**src/rtl/y86_mem_arbiter.sv**
```systemverilog
// Memory-port arbiter for the y86 sequential core: the core always wins, and a
// burst DMA/loader engine fills in the cycles where the core leaves the bus idle.
module y86_mem_arbiter #(
  parameter int ADDR_STEP = 4,
  parameter int LEN_W     = 16,
  parameter int MAX_WAIT  = 16
) (
  input  logic             clk,
  input  logic             rst,
  input  logic [31:0]      core_A,
  input  logic             core_RE,
  input  logic             core_WE,
  input  logic [31:0]      core_wdata,
  output logic [31:0]      core_rdata,
  input  logic             dma_start,
  input  logic             dma_write,
  input  logic [31:0]      dma_addr,
  input  logic [LEN_W-1:0] dma_len,
  input  logic [31:0]      dma_wdata,
  output logic             dma_wready,
  output logic [31:0]      dma_rdata,
  output logic             dma_rvalid,
  output logic             dma_busy,
  output logic             dma_done,
  output logic             dma_starve,
  output logic [31:0]      mem_A,
  output logic             mem_RE,
  output logic             mem_WE,
  output logic [31:0]      mem_wdata,
  input  logic [31:0]      mem_rdata
);

  localparam int WAIT_W = $clog2(MAX_WAIT + 1);

  typedef enum logic [1:0] {IDLE, BURST, DONE} state_t;

  state_t            state;
  logic [31:0]       cur_addr;
  logic              wr_q;
  logic [LEN_W-1:0]  remaining;
  logic [WAIT_W-1:0] wait_cnt;
  logic              core_act;
  logic              grant;

  assign core_act   = core_RE | core_WE;
  assign grant      = (state == BURST) && !core_act;
  assign dma_wready = grant & wr_q;
  assign dma_busy   = (state == BURST);
  assign dma_done   = (state == DONE);
  assign core_rdata = mem_rdata;

  // The core cannot stall, so it is muxed onto the port ahead of any DMA grant.
  always_comb begin
    mem_A     = 32'd0;
    mem_RE    = 1'b0;
    mem_WE    = 1'b0;
    mem_wdata = 32'd0;
    if (core_act) begin
      mem_A     = core_A;
      mem_RE    = core_RE;
      mem_WE    = core_WE;
      mem_wdata = core_wdata;
    end else if (grant) begin
      mem_A     = cur_addr;
      mem_RE    = !wr_q;
      mem_WE    = wr_q;
      mem_wdata = dma_wdata;
    end
  end

  always_ff @(posedge clk or negedge rst) begin
    if (!rst) begin
      state      <= IDLE;
      cur_addr   <= 32'd0;
      wr_q       <= 1'b0;
      remaining  <= '0;
      wait_cnt   <= '0;
      dma_starve <= 1'b0;
      dma_rdata  <= 32'd0;
      dma_rvalid <= 1'b0;
    end else begin
      dma_rvalid <= 1'b0;
      if (grant && !wr_q) begin
        dma_rvalid <= 1'b1;
        dma_rdata  <= mem_rdata;
      end
      case (state)
        IDLE: begin
          if (dma_start) begin
            cur_addr   <= dma_addr;
            wr_q       <= dma_write;
            remaining  <= dma_len;
            wait_cnt   <= '0;
            dma_starve <= 1'b0;
            state      <= (dma_len == '0) ? DONE : BURST;
          end
        end
        BURST: begin
          if (grant) begin
            cur_addr  <= cur_addr + 32'(ADDR_STEP);
            remaining <= remaining - LEN_W'(1);
            wait_cnt  <= '0;
            if (remaining == LEN_W'(1))
              state <= DONE;
          end else begin
            // Starvation is only reported; the burst keeps waiting for a free cycle.
            if (wait_cnt != WAIT_W'(MAX_WAIT))
              wait_cnt <= wait_cnt + WAIT_W'(1);
            if (wait_cnt >= WAIT_W'(MAX_WAIT - 1))
              dma_starve <= 1'b1;
          end
        end
        DONE:    state <= IDLE;
        default: state <= IDLE;
      endcase
    end
  end

endmodule

```
**config.mk**
```make
export PLATFORM = sky130hd
export DESIGN_NAME = y86_mem_arbiter
export DESIGN_NICKNAME = d
export VERILOG_FILES = /design/src/rtl/y86_mem_arbiter.sv
export SDC_FILE = /design/constraint.sdc
export NUM_CORES = 1
export LEC_CHECK = 0
export CORE_AREA = 2 2 123 125
export CTS_CLUSTER_SIZE = 10
export DETAILED_ROUTE_END_ITERATION = 8
export DIE_AREA = 0 0 125 127
export DONT_BUFFER_PORTS = 1
export PLACE_DENSITY = 0.52
export SLEW_MARGIN = 20
export SYNTH_ARGS = -nofsm -noshare
export SYNTH_HDL_FRONTEND = slang
export SYNTH_SLANG_ARGS = --single-unit
```
**constraint.sdc**
```tcl
create_clock -name clk -period 4.8 [get_ports clk]
set_input_delay 1.44 -clock clk [delete_from_list [all_inputs] [get_ports clk]]
set_output_delay 1.44 -clock clk [all_outputs]
set_load 0.01 [all_outputs]
```
Word level (Yosys, flattened, before mapping)

Cells that the tools add are included.

Flip-flop bits (word level): 90
Bits of input ports: 182
Word-level logic and storage cells: 64
Output and inout bits: 135

Add/sub/neg operators: 3
Reduce and logical (&&, ||, !) cells: 12
Magnitude comparators: 1
Bitwise gates (word level): 2
Equality and inequality tests: 10
Mux-type cells: 28

Operators by type and width:

| kind                                                 | number |
|---|---|
| two-way mux 32 bit                                   | 6 |
| one-hot mux 32 bit (2 select lines)                  | 1 |
| adder 32 x 3 -> 32 bit, second input constant        | 1 |
| two-way mux 16 bit                                   | 2 |
| one-hot mux 16 bit (2 select lines)                  | 1 |
| equality test 16 x 1 -> 1 bit, second input constant | 1 |
| zero test 16 bit                                     | 1 |
| subtractor 16 x 1 -> 16 bit, second input constant   | 1 |
| two-way mux 5 bit                                    | 3 |
| one-hot mux 5 bit (2 select lines)                   | 1 |
| AND reduction 3 bit                                  | 3 |
| two-way mux 1 bit                                    | 8 |
| two-way mux 2 bit                                    | 4 |
| != test 2 x 1 -> 1 bit, second input constant        | 3 |
| adder 5 x 1 -> 5 bit, second input constant          | 1 |
| >= comparator 5 x 4 -> 1 bit, second input constant  | 1 |
| != test 5 bit, second input constant                 | 1 |
| != test 2 bit, second input constant                 | 2 |
| one-hot mux 2 bit (2 select lines)                   | 1 |
| AND reduction 4 bit                                  | 1 |
| != test 3 x 1 -> 1 bit, second input constant        | 1 |
| equality test 2 x 1 -> 1 bit, second input constant  | 1 |
| equality test 2 bit, second input constant           | 1 |
| logical AND 1 bit                                    | 2 |
| 7 further kinds                                      | 8 |

Depth between registers and ports, before layout

Gate-level depths: netlist of run 1.

Word-level depth: 5
Gate-level depth with buffers: 9
Depth with buffers taken out: 7

Worst setup path after synthesis of run 1

No wires, ideal clock.

Kind: input to output
Start: input core_WE
End: output mem_A[10]
Arrival: 2600 ps
Slack: 760 ps
Data required time: 3360 ps
Cell stages on the path: 5
Path buffers: 3
Cell sequence: or2_2 clkbuf_1 clkbuf_1 clkbuf_1 o21ai_0

Cells in the longest elaborated chain, start to end: 5

RTL lines:

| what                 | line | text |
|---|---|---|
| start: declaration   | 12   | `input logic core_WE,` |
| bitwise OR 1 bit *   | 45   | `assign core_act = core_RE \| core_WE;` |
| zero test 1 bit      | 46   | `assign grant = (state == BURST) && !core_act;` |
| logical AND 1 bit    | 46   |  |
| two-way mux 32 bit   | 63   | `end else if (grant) begin` |
| two-way mux 32 bit * | 58   | `if (core_act) begin` |
| end: declaration     | 26   | `output logic [31:0] mem_A,` |

Mark *: on every way between the ends. The rest lies on a longest branch, timed or not.

Final worst setup path of run 1

Start: input core_WE
End: output mem_WE

Cells in the longest elaborated chain, start to end: 5

RTL lines:

| what                | line | text |
|---|---|---|
| bitwise OR 1 bit    | 45   |  |
| zero test 1 bit     | 46   |  |
| logical AND 1 bit   | 46   |  |
| two-way mux 1 bit   | 63   |  |
| two-way mux 1 bit * | 58   |  |
| end: declaration    | 28   | `output logic mem_WE,` |

Marked as above.

==> results.sh, run 1 <==
export IMPL_postCtsHoldBufs=0
export IMPL_power_ir_vdd_worst_mv=0.1970
export IMPL_port_buffers=0
export IMPL_h_tree_depth=3
export IMPL_synth_area_top_cells="sky130_fd_sc_hd__dfrtp_1, sky130_fd_sc_hd__a22o_1, sky130_fd_sc_hd__mux2_2"
export IMPL_clock_insertion_delay_worst_skew_ns=0.35
export IMPL_firstDrtPassIters=4
export IMPL_critPathMaxFanout=64
export IMPL_synthesis_nets=799
export IMPL_grt_first_pass_wirelength_um=28440
export IMPL_max_clock_freq_ghz=0.2509
export IMPL_viasPerCell=6.507
export IMPL_postSynthAreaPerCell_um2=9.098
export IMPL_mostFrequentLayoutCell="sky130_fd_sc_hd__dfrtp_1"
export IMPL_cts_resized=0
export IMPL_post_place_cells=730
export IMPL_first_global_vias=4560
export IMPL_global_route_overflow_total=0
export IMPL_worst_setup_path_type="in2out"
export IMPL_wirelength_um=19360
export IMPL_number_of_top_level_pins=317
export IMPL_post_synth_instance_area_um2=5559
export IMPL_min_delay_path_class="reg2reg"
export IMPL_cp_data_required_time_ns=3.36
export IMPL_die_height_um=127
export IMPL_grt_start_max_net_pins=91
export IMPL_post_synth_top_area_fraction=0.4051
export IMPL_detailedRoute_firstIterationViolations=265
export IMPL_nets=745
export IMPL_area_growth_syn_to_layout_pct=4.254
export IMPL_vias=4867
export IMPL_synth_lib_cells_used_distinct=56
export IMPL_ctsRootBufferMaster="sky130_fd_sc_hd__clkbuf_16"
export IMPL_clock_sinks=90
export IMPL_final_min_clock_period_ns=3.986
export IMPL_initial_antenna_violation_count=5
export IMPL_fin_tns_setup_ns=0
export IMPL_initial_core_util=0.3854
export IMPL_setup_violations_final=0
export IMPL_place_gp_congestion=0.8771
export IMPL_cellLeakagePower_nw=2.274
export IMPL_grt_setup_unrepaired="no"
export IMPL_async_flop_share=1.000
export IMPL_postSynth_topFlopCell="sky130_fd_sc_hd__dfrtp_1"
export IMPL_cp_start_kind="input port"
export IMPL_half_perimeter_wire_length_after_placement_um=14560
export IMPL_postSynthRegisterBits=90
export IMPL_die_area_um2=15880
export IMPL_tritoncts="built"
export IMPL_route_antenna_remaining_nets=0
export IMPL_tightestPinTransition_ns=0.9440
export IMPL_final_period_utilization=0.8304
export IMPL_post_cts_repair_setup_buffers=0
export IMPL_layout_cells_non_filler=748
export IMPL_crit_path_end_kind="output port"
export IMPL_clk_transition_reported_paths_ns=0.07
export IMPL_worst_ep_arrival_ns=2.55
export IMPL_synth_warnings=0
export IMPL_clockBufferDepth=2
export IMPL_synth_largest_area_cell="sky130_fd_sc_hd__dfrtp_1"
export IMPL_cts_buffers=9
export IMPL_core_um2=14420
export IMPL_grt_use_total=0.2322
export IMPL_seq_area_frac_synth=0.4051
export IMPL_post_synth_inst_count=611
export IMPL_worst_slew_margin_rel=0.3700
export IMPL_finClkSkew_ns=0.009115
export IMPL_die_width_um=125
export IMPL_fillerInstances=1437
export IMPL_maximum_capacitance_violations=0
export IMPL_maxSlewViolCount=0
export IMPL_hold_viol_final=0
export IMPL_placementRows=44
export IMPL_routed_wire_length_per_instance_um=25.88
export IMPL_most_common_layout_cells="sky130_fd_sc_hd__dfrtp_1, sky130_fd_sc_hd__a22o_1, sky130_fd_sc_hd__nand2_1"
export IMPL_synth_edff_count=0
export IMPL_remaining_drc_errors=0
export IMPL_power_per_cell_area_nw_per_um2=488.7
export IMPL_outcome="finished, final reports clean"
export IMPL_drive_above_1_share=0.1423
==> through the flow <==
| step | cell area (µm²) | total power [mW] | worst slack [ns] | hold slack (ns) | utilization |
|---|---|---|---|---|---|
| after floorplan | 5559 | 1.919 | 0.7600 | 0.4466 | - |
| after global placement | 5484 | 2.073 | 0.6816 | 0.4852 | 0.3802 |
| after CTS | 5788 | 2.853 | 0.5813 | 0.4952 | 0.4013 |
| final | 5796 | 2.832 | 0.8141 | 0.4957 | 0.4018 |
| after detailed placement | 5484 | 2.115 | 0.5845 | 0.4827 | 0.3802 |
| after global routing | 5791 | 3.012 | 0.7624 | 0.5222 | 0.4015 |
==> worst max-delay path, stage by stage <==
cell	delay [ns]
sky130_fd_sc_hd__nor4b_2	0.34
sky130_fd_sc_hd__buf_12	0.30
sky130_fd_sc_hd__and2_1	0.27
sky130_fd_sc_hd__or2_2	0.17
==> cells by family after synthesis <==
kind of cell,Yosys count,share of synthesized area
fa+ha+maj,6,0.01350
compound gates,205,0.2595
buf+inv,85,0.08215
simple gates,192,0.1731
flops,90,0.4051
mux,33,0.06662
==> Yosys cell counts, drive strengths merged, types with 4 or more instances <==
| cell | number |
|---|---|
| a211oi | 6 |
| a21oi | 40 |
| a22o | 63 |
| a22oi | 7 |
| a311oi | 5 |
| and2 | 5 |
| and3 | 9 |
| and4 | 6 |
| buf | 44 |
| clkbuf | 32 |
| dfrtp | 90 |
| ha | 6 |
| inv | 9 |
| mux2 | 32 |
| nand2 | 61 |
| nand3 | 23 |
| nand4 | 7 |
| nor2 | 34 |
| nor3 | 18 |
| nor3b | 4 |
| nor4 | 8 |
| o211ai | 4 |
| o21ai | 42 |
| o22ai | 7 |
| o32ai | 5 |
| or2 | 4 |
==> layout make-up <==
type | instances | area, µm² | share of cell area
sequential | 90 | 2252 | 0.3886
clock buffer | 9 | 225.2 | 0.03886
inverter | 9 | 33.78 | 0.005829
tap | 184 | 230.2 | 0.03972
antenna | 2 | 5.005 | 0.0008636
clock inverter | 7 | 78.83 | 0.01360
timing repair buffer | 11 | 95.09 | 0.01641
multi-input combinational | 436 | 2875 | 0.4961
==> report_power, final <==
part	switching (mW)	total, mW	internal (mW)
Clock	0.320	0.728	0.407
Sequential	0.364	1.39	1.03
Combinational	0.377	0.712	0.335
Total	1.06	2.83	1.77
==> metal layers <==
metal	wire [µm]	global-route usage	vias up
met5	39	0	-
met4	294	0.06275	6
met3	1871	0.09255	32
met2	8803	0.3472	237
met1	8350	0.3139	2423
li1	-	-	2169
==> flip-flops by register name (all words and copies together), names as in the netlist <==
| signal | cells |
|---|---|
| cur_addr | 32 |
| wait_cnt | 5 |
| wr_q | 1 |
| dma_rdata | 32 |
| dma_starve | 1 |
| state | 2 |
| remaining | 16 |
| dma_rvalid | 1 |
==> worst paths after layout <==
check                      slack [ns]  depth (start not counted)            end         from
hold / removal                   0.50                          2    cur_addr[0]  cur_addr[0]
hold reg to reg                  0.50                          2    cur_addr[0]  cur_addr[0]
setup / recovery                 0.81                          4         mem_WE      core_WE
max in group asynchronous        3.83                          0   cur_addr[16]          rst
setup reg to reg                 2.11                          6  dma_rdata[10]     state[1]
min in group asynchronous        0.78                          0    cur_addr[1]          rst
No activity file was read; power rests on OpenSTA's default activity.
==> inputs of run 2 (changes only) <==
PLACE_DENSITY = 0.54   (was 0.52)
clock period = 3.55 ns   (was 4.8 ns; I/O delays follow)
==> results.sh, run 2 (synthesis results as in run 1) <==
export IMPL_outcome="finished, final reports clean"
export IMPL_tritoncts="built"
export IMPL_cts_buffers=9
export IMPL_detailedRoute_firstIterationViolations=304
export IMPL_grt_start_max_net_pins=91
export IMPL_first_global_vias=4461
export IMPL_maximum_capacitance_violations=0
export IMPL_clock_insertion_delay_worst_skew_ns=0.34
export IMPL_worst_ep_arrival_ns=2.13
export IMPL_viasPerCell=6.449
export IMPL_most_common_layout_cells="sky130_fd_sc_hd__dfrtp_1, sky130_fd_sc_hd__a22o_1, sky130_fd_sc_hd__nand2_1"
export IMPL_clockBufferDepth=2
export IMPL_die_area_um2=15880
export IMPL_die_height_um=127
export IMPL_final_period_utilization=0.8990
export IMPL_fin_tns_setup_ns=0
export IMPL_max_clock_freq_ghz=0.3133
export IMPL_power_per_cell_area_nw_per_um2=675.7
export IMPL_routed_wire_length_per_instance_um=25.66
export IMPL_share_comb_of_total_power=0.249
export IMPL_cellLeakagePower_nw=2.319
export IMPL_maxSlewViolCount=0
export IMPL_crit_path_end_kind="output port"
export IMPL_sequentialPowerShare=0.470
export IMPL_post_cts_repair_setup_buffers=0
export IMPL_setup_violations_final=0
export IMPL_area_sequential_um2=2252
export IMPL_tightestPinTransition_ns=0.7628
export IMPL_fillerInstances=1458
export IMPL_die_width_um=125
export IMPL_initial_antenna_violation_count=2
export IMPL_global_route_overflow_total=0
export IMPL_power_ir_vdd_worst_mv=0.2707
export IMPL_cp_start_kind="input port"
export IMPL_number_of_top_level_pins=317
export IMPL_clk_transition_reported_paths_ns=0.07
export IMPL_wirelength_um=19300
export IMPL_half_perimeter_wire_length_after_placement_um=14470
export IMPL_vias=4850
export IMPL_hold_viol_final=0
export IMPL_initial_core_util=0.3854
export IMPL_p_clk_frac=0.281
export IMPL_nets=749
export IMPL_firstDrtPassIters=4
export IMPL_top_regs="cur_addr: 32 flops, dma_rdata: 32 flops, remaining: 16 flops"
export IMPL_final_min_clock_period_ns=3.191
export IMPL_placementRows=44
export IMPL_grt_use_total=0.2269
export IMPL_cp_data_required_time_ns=2.48
export IMPL_fin_ws_ns=0.3586
export IMPL_clock_sinks=90
export IMPL_port_buffers=0
export IMPL_postCtsHoldBufs=0
export IMPL_switching_share=0.3592
export IMPL_worst_setup_path_type="in2out"
export IMPL_grt_first_pass_wirelength_um=27900
export IMPL_finClkSkew_ns=0.005571
export IMPL_cts_resized=0
export IMPL_area_growth_syn_to_layout_pct=5.514
export IMPL_min_delay_path_class="in2async"
export IMPL_route_antenna_remaining_nets=0
export IMPL_grt_setup_unrepaired="no"
export IMPL_place_gp_congestion=0.8441
export IMPL_worst_slew_margin_rel=0.4867
export IMPL_critPathMaxFanout=67
export IMPL_ctsRootBufferMaster="sky130_fd_sc_hd__clkbuf_16"
export IMPL_switchingPower_mw=1.424
export IMPL_drive_above_1_share=0.1484
export IMPL_mostFrequentLayoutCell="sky130_fd_sc_hd__dfrtp_1"
export IMPL_multi_input_comb_area_um2=2878
export IMPL_core_um2=14420
export IMPL_post_route_util=0.4067
export IMPL_p_int_mw=2.540
export IMPL_pre_cts_slack_ns=0.4024
export IMPL_totalPowerFinal_mw=3.963
export IMPL_remaining_drc_errors=0
export IMPL_h_tree_depth=3
## run 2: cell types whose count changed in the layout (fill, tap and decap cells not counted)
| cell | previous run | this run |
|---|---|---|
| sky130_fd_sc_hd__nor2_2 | 3 | 2 |
| sky130_fd_sc_hd__bufinv_16 | 1 | 3 |
| sky130_fd_sc_hd__clkinv_2 | 0 | 2 |
| sky130_fd_sc_hd__or2_2 | 3 | 4 |
| sky130_fd_sc_hd__clkinvlp_4 | 3 | 1 |
| sky130_fd_sc_hd__buf_4 | 10 | 14 |
| sky130_fd_sc_hd__or2_4 | 1 | 0 |
| sky130_fd_sc_hd__clkinv_4 | 2 | 0 |
| sky130_fd_sc_hd__nor2_4 | 0 | 1 |
## run 2: power groups by stage
stage / Combinational (mW) / Sequential [mW] / Clock, mW
after floorplan: 0.855 / 1.74 / 0
after global placement: 0.945 / 1.87 / 0
after detailed placement: 0.985 / 1.88 / 0
after CTS: 0.989 / 1.86 / 1.15
after global routing: 1.10 / 1.92 / 1.19
final: 0.987 / 1.86 / 1.11
## run 2: worst max-delay path, stage by stage
cell and delay [ns]:
sky130_fd_sc_hd__or2_2 0.28, sky130_fd_sc_hd__buf_4 0.31, sky130_fd_sc_hd__nand2_1 0.15, sky130_fd_sc_hd__o21ai_0 0.08, sky130_fd_sc_hd__buf_4 0.18
## run 2: final cells by class
type / instances / area share
Multi-Input combinational cell: 436 / 0.4906
Sequential cell: 90 / 0.3840
Tap cell: 184 / 0.03925
Clock buffer: 9 / 0.03840
Timing Repair Buffer: 15 / 0.02133
Clock inverter: 7 / 0.01984
Inverter: 9 / 0.005759
Antenna cell: 2 / 0.0008532
## run 2: final timing paths
path	startpoint	to	slack (ns)	cells after the start
worst max-delay path	core_WE	mem_A[10]	0.36	5
worst min-delay path	rst	cur_addr[9]	0.41	0
worst max register to register	remaining[0]	remaining[10]	1.18	7
worst min register to register	cur_addr[1]	cur_addr[1]	0.50	2
max in group asynchronous	rst	cur_addr[26]	2.98	0
min in group clk	cur_addr[1]	cur_addr[1]	0.50	2
## run 2: routing by layer
metal,routed length (µm),track usage,up-vias
li1,-,-,2171
met2,8858,0.3449,235
met4,218,0.05882,0
met5,0,0,-
met1,8607,0.3232,2430
met3,1616,0.05863,14
## run 2: per-stage QoR
step           instance area [µm²]  hold WS, ns  std cells
2_1_floorplan                 5559       0.4466        611
3_3_place_gp                  5519       0.4808        734
3_5_place_dp                  5519       0.4839        734
4_1_cts                       5861       0.3977        750
5_1_grt                       5863       0.3928        751
6_report                      5866       0.4137        752
==> inputs of run 3 (changes only) <==
GPL_TIMING_DRIVEN = 0   (was not set)
RECOVER_POWER = 25   (was not set)
TNS_END_PERCENT = 100   (was not set)
==> results.sh, run 3 (synthesis results as in run 1) <==
export IMPL_outcome="finished, final reports clean"
export IMPL_remaining_drc_errors=0
export IMPL_viasPerCell=6.342
export IMPL_area_growth_syn_to_layout_pct=9.881
export IMPL_worst_setup_path_type="reg2out"
export IMPL_final_min_clock_period_ns=3.434
export IMPL_route_antenna_remaining_nets=0
export IMPL_hold_viol_final=0
export IMPL_routed_wl_met2_um=9943
export IMPL_tritoncts="built"
export IMPL_half_perimeter_wire_length_after_placement_um=16540
export IMPL_grt_setup_unrepaired="no"
export IMPL_power_per_cell_area_nw_per_um2=636.4
export IMPL_placementRows=44
export IMPL_firstDrtPassIters=5
export IMPL_first_global_vias=4995
export IMPL_pre_cts_slack_ns=-0.4188
export IMPL_clk_transition_reported_paths_ns=0.07
export IMPL_crit_path_end_kind="output port"
export IMPL_power_ir_vdd_worst_mv=0.3445
export IMPL_fin_ws_ns=0.1164
export IMPL_setup_violations_final=0
export IMPL_global_route_overflow_total=0
export IMPL_maxSlewViolCount=0
export IMPL_die_width_um=125
export IMPL_layout_cells_non_filler=813
export IMPL_maximum_capacitance_violations=0
export IMPL_top_regs="cur_addr: 32 flops, dma_rdata: 32 flops, remaining: 16 flops"
export IMPL_clock_sinks=90
export IMPL_min_delay_path_class="in2async"
export IMPL_die_height_um=127
export IMPL_max_clock_freq_ghz=0.2912
export IMPL_timing_hold_ws_ns=0.3935
export IMPL_grt_first_pass_wirelength_um=31670
export IMPL_wirelength_um=21540
export IMPL_vias=5156
export IMPL_tightestPinTransition_ns=1.111
export IMPL_grt_start_max_net_pins=91
export IMPL_totalPowerFinal_mw=3.887
export IMPL_finClkSkew_ns=0.01111
export IMPL_drive_above_1_share=0.1869
export IMPL_core_um2=14420
export IMPL_worst_ep_arrival_ns=2.37
export IMPL_cp_data_required_time_ns=2.48
export IMPL_worst_slew_margin_rel=0.2577
export IMPL_wl_met3_um=2413
export IMPL_mostFrequentLayoutCell="sky130_fd_sc_hd__dfrtp_1"
export IMPL_most_common_layout_cells="sky130_fd_sc_hd__dfrtp_1, sky130_fd_sc_hd__a22o_1, sky130_fd_sc_hd__nand2_1"
export IMPL_final_period_utilization=0.9672
export IMPL_post_place_cells=795
export IMPL_h_tree_depth=3
export IMPL_initial_core_util=0.3854
export IMPL_grt_use_total=0.2621
export IMPL_m1WireLength_um=8910
export IMPL_cp_start_kind="register"
export IMPL_port_buffers=0
export IMPL_number_of_top_level_pins=317
export IMPL_clockBufferDepth=2
export IMPL_clock_insertion_delay_worst_skew_ns=0.36
export IMPL_post_cts_repair_setup_buffers=0
export IMPL_critPathMaxFanout=10
export IMPL_routed_wire_length_per_instance_um=26.50
export IMPL_routed_top_layer="met4"
export IMPL_ctsRootBufferMaster="sky130_fd_sc_hd__clkbuf_16"
export IMPL_place_gp_congestion=0.8638
export IMPL_die_area_um2=15880
export IMPL_cts_buffers=9
export IMPL_initial_antenna_violation_count=3
export IMPL_detailedRoute_firstIterationViolations=347
export IMPL_cellLeakagePower_nw=2.482
export IMPL_nets=809
-- run 3: metal layers --
| layer | up-vias | track usage |
|---|---|---|
| met2 | 292 | 0.4086 |
| met3 | 17 | 0.1068 |
| li1 | 2299 | - |
| met4 | 0 | 0.05490 |
| met1 | 2548 | 0.3459 |
| met5 | - | 0 |
-- run 3: path summary, 6_finish.rpt --
path / depth (start not counted) / slack [ns] / from / endpoint
setup reg to reg: 7 / 0.87 / state[0] / cur_addr[26]
max in group asynchronous: 0 / 2.98 / rst / dma_rdata[25]
hold reg to reg: 2 / 0.48 / cur_addr[1] / cur_addr[1]
hold / removal: 0 / 0.39 / rst / remaining[13]
min in group clk: 2 / 0.48 / cur_addr[1] / cur_addr[1]
setup / recovery: 7 / 0.12 / state[1] / mem_A[22]
-- run 3: layout make-up --
class	count	area, µm²
buffer	75	437.9
antenna	3	7.507
tap	184	230.2
sequential	90	2252
clock buffer	10	239.0
inverter	9	33.78
fill	1434	8315
clock inverter	6	47.55
multi-input combinational	436	2860
-- run 3: timing repair --
item | CTS | global route
pin swaps | 0 | 0
gates resized for setup | 12 | 7
setup endpoints to repair | 66 | 43
hold buffers | 0 | 0
gates cloned | 0 | 0
-- run 3: power breakdown --
part	leakage, nW	switching [mW]	internal, mW
combinational	1.29	0.593	0.481
sequential	1.05	0.476	1.39
clock	0.140	0.445	0.502
total	2.48	1.51	2.37
-- run 3: worst max-delay path: stages (launching register included) --
cell	delay, ns
sky130_fd_sc_hd__dfrtp_1	0.46
sky130_fd_sc_hd__nand2b_1	0.17
sky130_fd_sc_hd__buf_2	0.19
sky130_fd_sc_hd__inv_2	0.18
sky130_fd_sc_hd__clkbuf_2	0.31
sky130_fd_sc_hd__clkbuf_4	0.34
sky130_fd_sc_hd__nand3_1	0.20
sky130_fd_sc_hd__nand2_1	0.16
-- run 3: stage by stage --
step                area (µm²)  setup TNS, ns  utilization
floorplan                 5559              0            -
global placement          5789         -12.72       0.4014
detailed placement        5789         -14.47       0.4014
CTS                       6092              0       0.4224
global route              6106              0       0.4233
finish                    6108              0       0.4235
